<file path="src/rtl/sat_counter.sv">
// Saturating up-counter with synchronous clear (clear has priority).
// Ports:
//   clk_i  - clock
//   rst_ni - asynchronous active-low reset
//   clr_i  - synchronous clear to zero
//   inc_i  - increment by one, holding at all-ones
//   cnt_o  - current count
module sat_counter #(
  parameter int unsigned W = 16
) (
  input  logic         clk_i,
  input  logic         rst_ni,
  input  logic         clr_i,
  input  logic         inc_i,
  output logic [W-1:0] cnt_o
);

  logic [W-1:0] cnt_q;
  logic [W-1:0] cnt_d;

  always_comb begin
    cnt_d = cnt_q;
    if (clr_i) begin
      cnt_d = '0;
    end else if (inc_i && (cnt_q != '1)) begin
      cnt_d = cnt_q + 1'b1;
    end
  end

  always_ff @(posedge clk_i or negedge rst_ni) begin
    if (!rst_ni) begin
      cnt_q <= '0;
    end else begin
      cnt_q <= cnt_d;
    end
  end

  assign cnt_o = cnt_q;

endmodule

</file>
<file path="config.mk">
export PLATFORM = sky130hd
export DESIGN_NAME = sat_counter
export DESIGN_NICKNAME = d
export VERILOG_FILES = /design/src/rtl/sat_counter.sv
export SDC_FILE = /design/constraint.sdc
export NUM_CORES = 1
export LEC_CHECK = 0
export CAP_MARGIN = 20
export CORE_MARGIN = 1.5
export CORE_UTILIZATION = 52
export DETAILED_ROUTE_END_ITERATION = 6
export PLACE_DENSITY = 0.82
export SLEW_MARGIN = 10
export SYNTH_ARGS = -nofsm -noshare
export SYNTH_HDL_FRONTEND = slang
export SYNTH_SLANG_ARGS = --single-unit
</file>
<file path="constraint.sdc">
create_clock -name clk_i -period 3.6 [get_ports clk_i]
set_clock_uncertainty 0.1 [all_clocks]
set_input_delay 0.72 -clock clk_i [delete_from_list [all_inputs] [get_ports clk_i]]
set_output_delay 0.72 -clock clk_i [all_outputs]
set_load 0.01 [all_outputs]
</file>
==> reports/metrics.cfg <==
[status]
status = finished clean

[clock_tree]
cts_made_buffers = 3
clk_latency_ns = 0.30
cts_root_buf = clkbuf_4
htree_levels = 1
cts_setup_buffers = 0
cts_max_path_buffers = 2
clkTransAtPathRegs_ns = 0.10
ctsResizeCount = 0
cts_sinks = 16
cts_tree = done
cts_hold_buf = 0

[floorplan]
dieArea_um2 = 2076
core_area_um2 = 1708
initial_core_util = 0.5516
die_h_um = 45.57
die_w_um = 45.57
rows = 15
ioPinCount = 20

[route]
vias = 873
routed_wl_um = 2057
viasPerCell = 6.191
wl_per_cell_um = 14.59
drtIter0Drc = 22
drc = 0
ant_nets = 0
drt-pass1-iter-count = 4

[sta]
finalSetupViolations = 0
relSlewSlack = 0.4342
hold_violations = 0
min_period_ns = 2.339
tns_ns = 0
rsz0062_at_grt = false
fin_crit_sh = 0.6497
tightest_slew_ns = 0.8423
slew_violations = 0
max_freq_mhz = 427.6

[synth]
ys_top_cells_by_area = dfrtp_1 (42%), a21oi_1 (5.8%), o31ai_1 (5.6%)
syn_area_um2 = 942.2
ys_types = 28
yosysTopAreaCell = dfrtp_1
synth.avg_cell_area_um2 = 9.614
synth_fp_nets = 103
ys_seq_area_frac = 0.4250
ys_ff_latch = 16
post-synth-top-area-fraction = 0.4250
synthCells = 98
synth-warning-count = 0

[setup_path]
crit_type = reg2reg
cp.required_ns = 3.69
path_cells = ha_1 > nand4_2 > nor4_4 > nor4_1 > mux2_1
critPathLaunchType = flip-flop
crit_fanout = 19
cp_slowest_stage_delay_ns = 0.79
crit_slowest_cell = nor4_4
reg2reg_setup_slack_ns = 1.26
arrival_ns = 2.43
cp_top_family = simple AND/OR/NAND/NOR gates
cp-end-kind = flip-flop
critPathBufInv = 0

[layout]
final_layout_size_suffix_gt1_frac = 0.1121
mostFrequentLayoutCells = clkdlybuf4s50_1 (19), dfrtp_1 (16), a21oi_1 (11), o31ai_1 (7)
largest_register_ffs = 16
syn_to_final_growth_pct = 24.57
fillers = 140
fin_nets = 122
diodes = 0
mostFrequentLayoutCell = clkdlybuf4s50_1
final_util = 0.6872
fin_area_um2 = 1174

[power]
power_density_nw_per_um2 = 283.2
leakage_uw = 0.0004586
peakVddDrop_mv = 0.2771

[grt]
antenna_found_initial = 0
overflow = 0
track_usage = 0.2198
grt_max_degree = 23
grt_pass1_vias = 754
grt_first_pass_wirelength_um = 3201

[flow_run]
maxCapViolations = 0

[placement]
place_area_um2 = 1137
dp_hpwl_um = 1393
routabilityCongestion = 0.7677
io_buffers = 19

[min_path]
min_path_type = reg2reg

final timing paths:
kind / start / depth (start not counted) / to
max in group asynchronous: rst_ni / 1 / cnt_o[3]$_DFFE_PN0P_
setup reg to reg: cnt_o[0]$_DFFE_PN0P_ / 5 / cnt_o[15]$_DFFE_PN0P_
hold / removal: cnt_o[14]$_DFFE_PN0P_ / 2 / cnt_o[14]$_DFFE_PN0P_
hold reg to reg: cnt_o[14]$_DFFE_PN0P_ / 2 / cnt_o[14]$_DFFE_PN0P_
setup / recovery: cnt_o[0]$_DFFE_PN0P_ / 5 / cnt_o[15]$_DFFE_PN0P_
min in group asynchronous: rst_ni / 1 / cnt_o[13]$_DFFE_PN0P_
worst register-to-register path, stage by stage (launching register included):
cell and delay (ns):
dfrtp_1 0.44, ha_1 0.25, nand4_2 0.15, nor4_4 0.79, nor4_1 0.17, mux2_1 0.34
metal layers:
metal,global-route usage,share of wire
met1,0.2990,0.46
met2,0.3408,0.48
met3,0.02381,0.048
met4,0.1176,0.015
met5,0,0
stage by stage:
stage               hold slack (ns)  instances  setup WS, ns  power (uW)
CTS                          0.4932        141         1.258       332.3
global placement             0.4729        137         1.088       209.4
finish                       0.4953        141         1.261       332.4
detailed placement           0.4800        137         1.046       209.7
floorplan                    0.3244         98         1.702       197.6
global route                 0.5300        141         1.078       338.7
power by group:
group | internal (uW) | switching [uW]
Clock | 61.7 | 64.3
Sequential | 181 | 2.27
Combinational | 8.50 | 14.3
area by class of cell:
cell class / count / area, um2 / share of cell area
Tap cell: 25 / 31.28 / 0.02665
Timing Repair Buffer: 19 / 190.2 / 0.1620
Clock buffer: 4 / 36.28 / 0.03092
Multi-Input combinational cell: 74 / 504.2 / 0.4296
Inverter: 3 / 11.26 / 0.009595
Sequential cell: 16 / 400.4 / 0.3412
cells in the mapped netlist:
| library cell | number |
|---|---|
| buf_6 | 1 |
| mux2_1 | 4 |
| and4_2 | 2 |
| or3_2 | 1 |
| or3_1 | 2 |
| nor4_1 | 4 |
| nor4_4 | 1 |
| o211ai_2 | 1 |
| nor2_1 | 4 |
| ha_1 | 1 |
| a21oi_1 | 11 |
| nand3b_1 | 1 |
| clkbuf_1 | 4 |
| o21ai_1 | 3 |
| nor3_1 | 1 |
| nand4_2 | 1 |
| nand4_1 | 6 |
| or4_1 | 5 |
| and3_1 | 2 |
| a211oi_2 | 1 |
| nor2b_1 | 4 |
| dfrtp_1 | 16 |
| o31ai_1 | 7 |
| inv_1 | 3 |
| or4_2 | 2 |
| o21ai_0 | 1 |
| nand3_1 | 3 |
| nand2_1 | 6 |
cells by family after synthesis:
kind of cell               synth area share
DFF                                  0.4250
muxes                               0.04781
AOI/OAI and AO/OA                    0.1620
buffers and inverters               0.03983
and+or+nand+nor                      0.3121
adders and majority gates           0.01328
Note: power is estimated with default switching activity, not from simulation.
